==> config.mk <==
export PLATFORM = sky130hd
export DESIGN_NAME = spi_rom_reader
export DESIGN_NICKNAME = d
export VERILOG_FILES = /design/src/rtl/spi_rom_pkg.sv /design/src/rtl/spi_rom_reader.sv
export SDC_FILE = /design/constraint.sdc
export NUM_CORES = 1
export LEC_CHECK = 0
export BUFFER_PORTS_ARGS = -buffer_cell sky130_fd_sc_hd__buf_2
export CORE_AREA = 3 3 111 113
export CTS_CLUSTER_DIAMETER = 30
export DETAILED_ROUTE_END_ITERATION = 12
export DIE_AREA = 0 0 114 116
export SETUP_SLACK_MARGIN = 0.15
export SYNTH_ARGS = -nofsm -noshare
export SYNTH_HDL_FRONTEND = slang
export SYNTH_SLANG_ARGS = --single-unit
==> constraint.sdc <==
create_clock -name clk -period 3.9 [get_ports clk]
set_input_delay 0.585 -clock clk [delete_from_list [all_inputs] [get_ports clk]]
set_output_delay 0.585 -clock clk [all_outputs]
set_load 0.01 [all_outputs]
==> src/rtl/spi_rom_pkg.sv <==
// Shared definitions for the serial-ROM read sequencer: opcode/dummy bytes,
// TX sequencer states and the layout of the 9-bit word pushed into the spiv2 TX FIFO.
package spi_rom_pkg;

    localparam logic [7:0] READ_OP  = 8'h03;
    localparam logic [7:0] DUMMY    = 8'h00;
    localparam int         LAST_BIT = 8;

    typedef enum logic [2:0] {
        IDLE = 3'd0,
        CMD  = 3'd1,
        A2   = 3'd2,
        A1   = 3'd3,
        A0   = 3'd4,
        DATA = 3'd5,
        WAIT = 3'd6
    } tx_state_t;

    // Bit LAST_BIT tells spiv2 to release chip select after this byte.
    function automatic logic [8:0] make_tx_word(input logic last, input logic [7:0] byte_val);
        logic [8:0] word;
        word           = 9'h000;
        word[LAST_BIT] = last;
        word[7:0]      = byte_val;
        return word;
    endfunction

endpackage

==> src/rtl/spi_rom_reader.sv <==
// Drives the spiv2 TX/RX FIFO pair to read a block from a serial ROM: the TX sequencer
// emits opcode, address and dummy bytes while the RX drain drops the echoes and streams data.
import spi_rom_pkg::*;

module spi_rom_reader #(
    parameter int         LEN_W   = 16,
    parameter logic [7:0] READ_OP = spi_rom_pkg::READ_OP,
    parameter logic [7:0] DUMMY   = spi_rom_pkg::DUMMY
) (
    input  logic             clk,
    input  logic             rst,
    input  logic             start,
    input  logic [23:0]      addr,
    input  logic [LEN_W-1:0] len,
    input  logic [1:0]       freq_cfg,
    output logic             busy,
    output logic             done,
    output logic [1:0]       freq,
    output logic             tx_wr,
    output logic [8:0]       tx_data,
    input  logic             tx_full,
    output logic             rx_rd,
    input  logic [7:0]       rx_data,
    input  logic             rx_empty,
    output logic [7:0]       data_out,
    output logic             data_valid,
    input  logic             data_ready
);

    localparam logic [LEN_W-1:0] TX_ONE   = {{(LEN_W-1){1'b0}}, 1'b1};
    localparam logic [LEN_W+2:0] RX_ONE   = {{(LEN_W+2){1'b0}}, 1'b1};
    localparam logic [LEN_W+2:0] RX_ECHOS = {{LEN_W{1'b0}}, 3'd4};

    tx_state_t          state_r;
    logic [23:0]        addr_r;
    logic [LEN_W-1:0]   len_r;
    logic [LEN_W-1:0]   tx_cnt_r;
    logic [LEN_W+2:0]   rx_cnt_r;
    logic [1:0]         freq_r;
    logic               busy_r;
    logic               done_r;

    logic               accept_s;
    logic               tx_en_s;
    logic               tx_wr_s;
    logic [8:0]         tx_word_s;
    logic               discard_s;
    logic               valid_s;
    logic               pop_s;
    logic               last_pop_s;
    logic [7:0]         data_out_s;

    assign accept_s = start && (state_r == IDLE) && !busy_r;

    // Word presented to the TX FIFO in each sequencer state.
    always_comb begin
        tx_en_s   = 1'b0;
        tx_word_s = 9'h000;
        case (state_r)
            CMD: begin
                tx_en_s   = 1'b1;
                tx_word_s = make_tx_word(1'b0, READ_OP);
            end
            A2: begin
                tx_en_s   = 1'b1;
                tx_word_s = make_tx_word(1'b0, addr_r[23:16]);
            end
            A1: begin
                tx_en_s   = 1'b1;
                tx_word_s = make_tx_word(1'b0, addr_r[15:8]);
            end
            A0: begin
                tx_en_s   = 1'b1;
                tx_word_s = make_tx_word(1'b0, addr_r[7:0]);
            end
            DATA: begin
                tx_en_s   = 1'b1;
                tx_word_s = make_tx_word(tx_cnt_r == TX_ONE, DUMMY);
            end
            default: begin
                tx_en_s   = 1'b0;
                tx_word_s = 9'h000;
            end
        endcase
        if (tx_en_s && !tx_full) begin
            tx_wr_s = 1'b1;
        end else begin
            tx_wr_s = 1'b0;
        end
    end

    // RX drain: the first four bytes received are echoes of opcode/address and are dropped.
    always_comb begin
        discard_s  = 1'b0;
        valid_s    = 1'b0;
        pop_s      = 1'b0;
        last_pop_s = 1'b0;
        data_out_s = 8'h00;
        if (busy_r) begin
            discard_s = (rx_cnt_r > {3'b000, len_r});
            if (discard_s) begin
                pop_s = !rx_empty;
            end else begin
                valid_s    = !rx_empty;
                pop_s      = !rx_empty && data_ready;
                data_out_s = rx_data;
            end
            last_pop_s = pop_s && (rx_cnt_r == RX_ONE);
        end else begin
            discard_s = 1'b0;
        end
    end

    // TX sequencer: latches the request and advances only on an actual FIFO write.
    always_ff @(posedge clk) begin
        if (rst) begin
            state_r  <= IDLE;
            addr_r   <= 24'h000000;
            len_r    <= {LEN_W{1'b0}};
            freq_r   <= 2'b00;
            tx_cnt_r <= {LEN_W{1'b0}};
        end else begin
            case (state_r)
                IDLE: begin
                    if (accept_s) begin
                        addr_r   <= addr;
                        len_r    <= len;
                        freq_r   <= freq_cfg;
                        tx_cnt_r <= len;
                        if (len != {LEN_W{1'b0}}) begin
                            state_r <= CMD;
                        end
                    end
                end
                CMD: if (tx_wr_s) state_r <= A2;
                A2:  if (tx_wr_s) state_r <= A1;
                A1:  if (tx_wr_s) state_r <= A0;
                A0:  if (tx_wr_s) state_r <= DATA;
                DATA: begin
                    if (tx_wr_s) begin
                        tx_cnt_r <= tx_cnt_r - TX_ONE;
                        if (tx_cnt_r == TX_ONE) begin
                            state_r <= WAIT;
                        end
                    end
                end
                WAIT: if (last_pop_s) state_r <= IDLE;
                default: state_r <= IDLE;
            endcase
        end
    end

    // RX byte accounting and the busy/done handshake with the host.
    always_ff @(posedge clk) begin
        if (rst) begin
            busy_r   <= 1'b0;
            done_r   <= 1'b0;
            rx_cnt_r <= {(LEN_W+3){1'b0}};
        end else begin
            done_r <= 1'b0;
            if (accept_s) begin
                if (len == {LEN_W{1'b0}}) begin
                    done_r <= 1'b1;
                end else begin
                    busy_r   <= 1'b1;
                    rx_cnt_r <= {3'b000, len} + RX_ECHOS;
                end
            end else if (pop_s) begin
                rx_cnt_r <= rx_cnt_r - RX_ONE;
                if (last_pop_s) begin
                    busy_r <= 1'b0;
                    done_r <= 1'b1;
                end
            end
        end
    end

    assign busy       = busy_r;
    assign done       = done_r;
    assign freq       = freq_r;
    assign tx_wr      = tx_wr_s;
    assign tx_data    = tx_word_s;
    assign rx_rd      = pop_s;
    assign data_valid = valid_s;
    assign data_out   = data_out_s;

endmodule

* Word level (Yosys, flattened, before mapping)
Cells that the tools add are included.
Storage, ports and cells: bits in registers 82, input port bits 56, output and inout bits 24, logic and storage cells 85
Operators by class: muxes and demuxes 35, equality and inequality tests 18, reduce and logical (&&, ||, !) cells 20, magnitude comparators 1, add/subtract/negate cells 3
Operators by type and width (count):
- 19-bit two-way mux | 3
- 9-bit one-hot mux with 5 select lines | 1
- 16-bit two-way mux | 2
- 16-bit one-hot mux with 2 select lines | 1
- 3-bit two-way mux | 9
- 3-bit one-hot mux with 7 select lines | 1
- 19-bit by 1-bit equality test with 1-bit output, second input constant | 1
- 19-bit by 16-bit greater-than comparator with 1-bit output | 1
- 19-bit by 1-bit subtractor with 19-bit output, second input constant | 1
- 2-bit != test, second input constant | 9
- 16-bit by 3-bit adder with 17-bit output, second input constant | 1
- 16-bit by 1-bit equality test with 1-bit output, second input constant | 1
- 16-bit zero test | 1
- 1-bit two-way mux | 16
- 8-bit two-way mux | 2
- 16-bit nonzero test | 1
- 16-bit by 1-bit subtractor with 16-bit output, second input constant | 1
- 3-bit equality test, second input constant | 3
- 9-bit AND reduction | 1
- 3-bit by 2-bit equality test with 1-bit output, second input constant | 2
- 3-bit AND reduction | 2
- 2-bit nonzero test | 3
- 1-bit logical AND | 5
- 5-bit OR reduction | 1
- other kinds (5) | 8

* Depth between registers and ports, before layout
depth after elaboration 9, depth in mapped cells 10, gate-level depth less buffers 8

* Least setup slack after synthesis
Ideal clock, no wire load.
path kind input to output, from in len[9], to out rx_rd, data arrival time 2.127 ns, path buffers 2, data required time 3.315 ns, path slack 1.188 ns, cell stages on the path 8, cells stage by stage buf_2 or4_1 nor4_2 a31oi_1 a21o_1 nor2_2 buf_6 nor2_1
RTL lines:
- start: declaration | line spi_rom_reader.sv:14 | input logic [LEN_W-1:0] len,
- end: declaration | line spi_rom_reader.sv:22 | output logic rx_rd,

* Worst setup path in the final report
from reg rx_cnt_r[10], to out data_valid
On the way: word-level cells in the longest chain between the ends 3
Ends and longest elaborated chain:
- start: declaration | line spi_rom_reader.sv:38 | logic [LEN_W+2:0] rx_cnt_r;
- start signal: assignment | line spi_rom_reader.sv:158 | rx_cnt_r <= {(LEN_W+3){1'b0}};
- start signal: assignment | line spi_rom_reader.sv:166 | rx_cnt_r <= {3'b000, len} + RX_ECHOS;
- start signal: assignment | line spi_rom_reader.sv:169 | rx_cnt_r <= rx_cnt_r - RX_ONE;
- 19-bit by 16-bit greater-than comparator with 1-bit output | line spi_rom_reader.sv:100 | discard_s = (rx_cnt_r > {3'b000, len_r});
- 1-bit two-way mux | line spi_rom_reader.sv:101 | if (discard_s) begin
- 1-bit two-way mux | line spi_rom_reader.sv:99 | if (busy_r) begin
- end: declaration | line spi_rom_reader.sv:26 | output logic data_valid,
Every way passes these cells.

==> results.tsv <==
stage	metric	value	unit
routing	Residual DRC	0	
power	Pwr Density	894	mW/mm^2
synthesis	most common cell in the netlist	nand2_1	
power	maximum vdd ir drop	0.400	mV
synthesis	Cell Area, Synth	0.00512	mm^2
critical_path	Crit path max-delay family	compound AO/OA/AOI/OAI gates	
flow_run	Max Cap Viol	0	
critical_path	Setup crit start	rx_cnt_r[10]$_SDFFE_PP0P_	
clock_network	Skew-Pair Late Insertion Delay	0.34	ns
clock_network	clk sinks	82	
synthesis	EDFF count, synth	0	
critical_path	worst setup path class	flop to output pin	
floorplan	Starting Density	0.449	
floorplan	die width	114	um
synthesis	Gate Count Post-Synth	713	
synthesis	Synth Area per Inst	7.18	um^2
grt	GRT Total Usage	0.227	
clock_network	cts repair resizes	0	
finish	ant diodes	0	
timing	max frequency	303	MHz
timing	final hold vios	0	
placement	Port Buffer Count	79	
clock_network	TritonCTS Buffers	9	
critical_path	Worst Path Buf+Inv	1	
clock_network	Clock Pin Slew Worst Setup and Hold Paths	0.06	ns
routing	via/cell ratio	5.72	
clock_network	CTS tree	done	
timing	Final WS setup	0.600	ns
timing	Worst slew margin	0.376	
synthesis	number of unique standard cell types used by synthesis	61	
synthesis	yosys warns	0	
synthesis	Seq/Total Area, Yosys	0.320	
timing	worst slew pin tran	0.929	ns
critical_path	crit-path cells	ha_1 -> a21oi_1 -> o21ai_0 -> a211o_1 -> o21ai_2 -> nand2_1 -> nor2_1 -> buf_2	
critical_path	critical register-to-register path startpoint	state_r[0]$_SDFFE_PP0P_	
synthesis	Synth Net Count	793	
synthesis	most frequent cells after synthesis	138 x nand2_1, 103 x a21oi_1, 82 x dfxtp_1	
placement	Place WS	0.878	ns
timing	minimum clock period	3.30	ns
critical_path	critical path fanouts, max	14	
floorplan	core area	0.0114	mm^2
floorplan	Boundary Pins	80	
timing	Setup violations, final	0	
clock_network	H-tree depth	3	
clock_network	CTS Hold Bufs	0	
clock_network	CTS root buf	clkbuf_16	
finish	final core utilization	0.516	
power	total power	5.27	mW
synthesis	Synth top area share	0.320	
status	status	finished, final reports clean	
synthesis	Post-synth top flop	dfxtp_1	
timing	Worst Clk Skew	0.00764	ns
critical_path	worst stage delay on the critical path	0.50	ns
synthesis	synthesized flop and latch total	82	
grt	initial antenna violation count	0	
placement	routability cong.	0.910	
routing	Final ANT Viol Nets	0	
floorplan	cell row count	39	
finish	nets@finish	845	
power	Leak	2.40	nW
routing	Iteration-0 DRC Markers	287	
floorplan	die area	0.0132	mm^2
placement	HPWL Detailed	10800	um
critical_path	Critical Path Source Type	flop	
grt	pin count of the biggest net entering global routing	60	
synthesis	fraction of registers with async set/reset	0	
timing	period utilization	0.846	
worst_hold_path	Hold Path Origin	len_r[2]$_SDFFE_PP0P_	
placement	Placement Cell Area	0.00556	mm^2
critical_path	CP max stage cell	o21ai_2	
grt	Overflow after GRT	0	
grt	first-pass GRT wire length	24000	um
floorplan	Die Span Y	116	um
timing	unrepaired setup endpoints after global routing	false	
synthesis	Synth area leaders	dfxtp_1 32%, nand2_1 10%, a21oi_1 10%, ha_1 5.9%, nor2_1 5.1%	
routing	Routed WL	15100	um
routing	routed length per instance	16.5	um
worst_hold_path	worst hold-check path type	flop to flop	
synthesis	Synth area leader	dfxtp_1	
routing	DR vias	5220	
finish	Area Overhead vs Synth	15.1	%
clock_network	Max Root-Sink Buffers	2	
critical_path	CP required	3.31	ns
finish	layout cells sized above 1	0.166	
grt	vias in the first global route	4714	
timing	TNS Setup	0	ns
finish	final instance area	0.00589	mm^2
critical_path	CP Capture Type	output pin	
clock_network	Post-CTS Setup Repair Bufs	0	
routing	Pre-antenna DRT Iters	5	
critical_path	CP arrival	2.71	ns
timing	fin. max-slew vios	0	
registers in the layout, indices dropped and copies added, names as in the netlist:
| signal | flops |
|---|---|
| len_r | 16 |
| rx_cnt_r | 19 |
| state_r | 3 |
| busy | 1 |
| done | 1 |
| tx_cnt_r | 16 |
| freq | 2 |
| addr_r | 24 |
through the flow:
stage | cells | hold slack [ns]
after detailed placement | 897 | 0.447
final | 913 | 0.452
after floorplan | 713 | 0.436
after global routing | 913 | 0.472
after CTS | 913 | 0.456
after global placement | 897 | 0.441
cell usage in the layout, fill, tap and decap left out, types with 3 or more instances in the layout:
cell type and n:
nor3_1 21, a31oi_1 12, mux2i_1 3, a22oi_1 8, o21ai_1 3, o32ai_2 8
buf_4 8, nor2b_1 5, o21ai_0 19, dfxtp_1 82, o211ai_1 3, nor4_1 4
a21oi_1 103, a32o_1 4, xnor2_1 4, ha_1 24, a211oi_1 3, xor2_1 8
o31a_1 3, inv_1 36, and2_1 3, nand4_1 9, a311oi_1 4, nand3_1 15
and3_1 12, o22ai_1 10, or3_1 7, clkbuf_16 9, buf_2 79, nor2_1 70
nor4_2 5, nand2_1 137, o31ai_1 3, a211o_1 3
worst register-to-register path, stage by stage (launching register included):
cell     delay, ns
dfxtp_1       0.52
nor4_1        0.47
and2_2        0.79
nand2_1       0.28
nor3_1        0.35
o21ai_0       0.17
o32ai_2       0.16
cell families after synthesis:
group	share of synthesized area
AO/OA/AOI/OAI	0.253
flip-flops	0.320
AND/OR/NAND/NOR	0.277
buffers and inverters	0.0647
adder cells (fa/ha/maj)	0.0586
XOR/XNOR	0.0205
multiplexers	0.00586
per-layer routing:
layer / global-route usage / up-vias / part of all wire
li1: - / 2611 / -
met1: 0.308 / 2428 / 0.46
met2: 0.359 / 147 / 0.47
met3: 0.0402 / 34 / 0.051
met4: 0.0911 / 0 / 0.026
met5: 0 / - / 0
final timing paths:
kind	slack [ns]	cells after the start	to
max	0.60	8	data_valid
max reg2reg	1.08	6	rx_cnt_r[16]$_SDFFE_PP0P_
min	0.45	2	len_r[2]$_SDFFE_PP0P_
min reg2reg	0.45	2	len_r[2]$_SDFFE_PP0P_
power by group:
| part | internal [mW] | switching (mW) | leakage, nW | total [mW] |
|---|---|---|---|---|
| Clock | 0.596 | 0.353 | 0.163 | 0.950 |
| Sequential | 1.08 | 0.261 | 0.671 | 1.34 |
| Combinational | 1.08 | 1.90 | 1.56 | 2.98 |
layout make-up:
class / count / area, um^2
fillers: 1165 / 5520
multi-input cells: 549 / 3150
flip-flops and latches: 82 / 1640
repair buffers: 87 / 455
clock buffers: 12 / 256
well taps: 143 / 179
inverters: 36 / 135
clock inverters: 4 / 73.8
(Power assumes the default switching activity.)
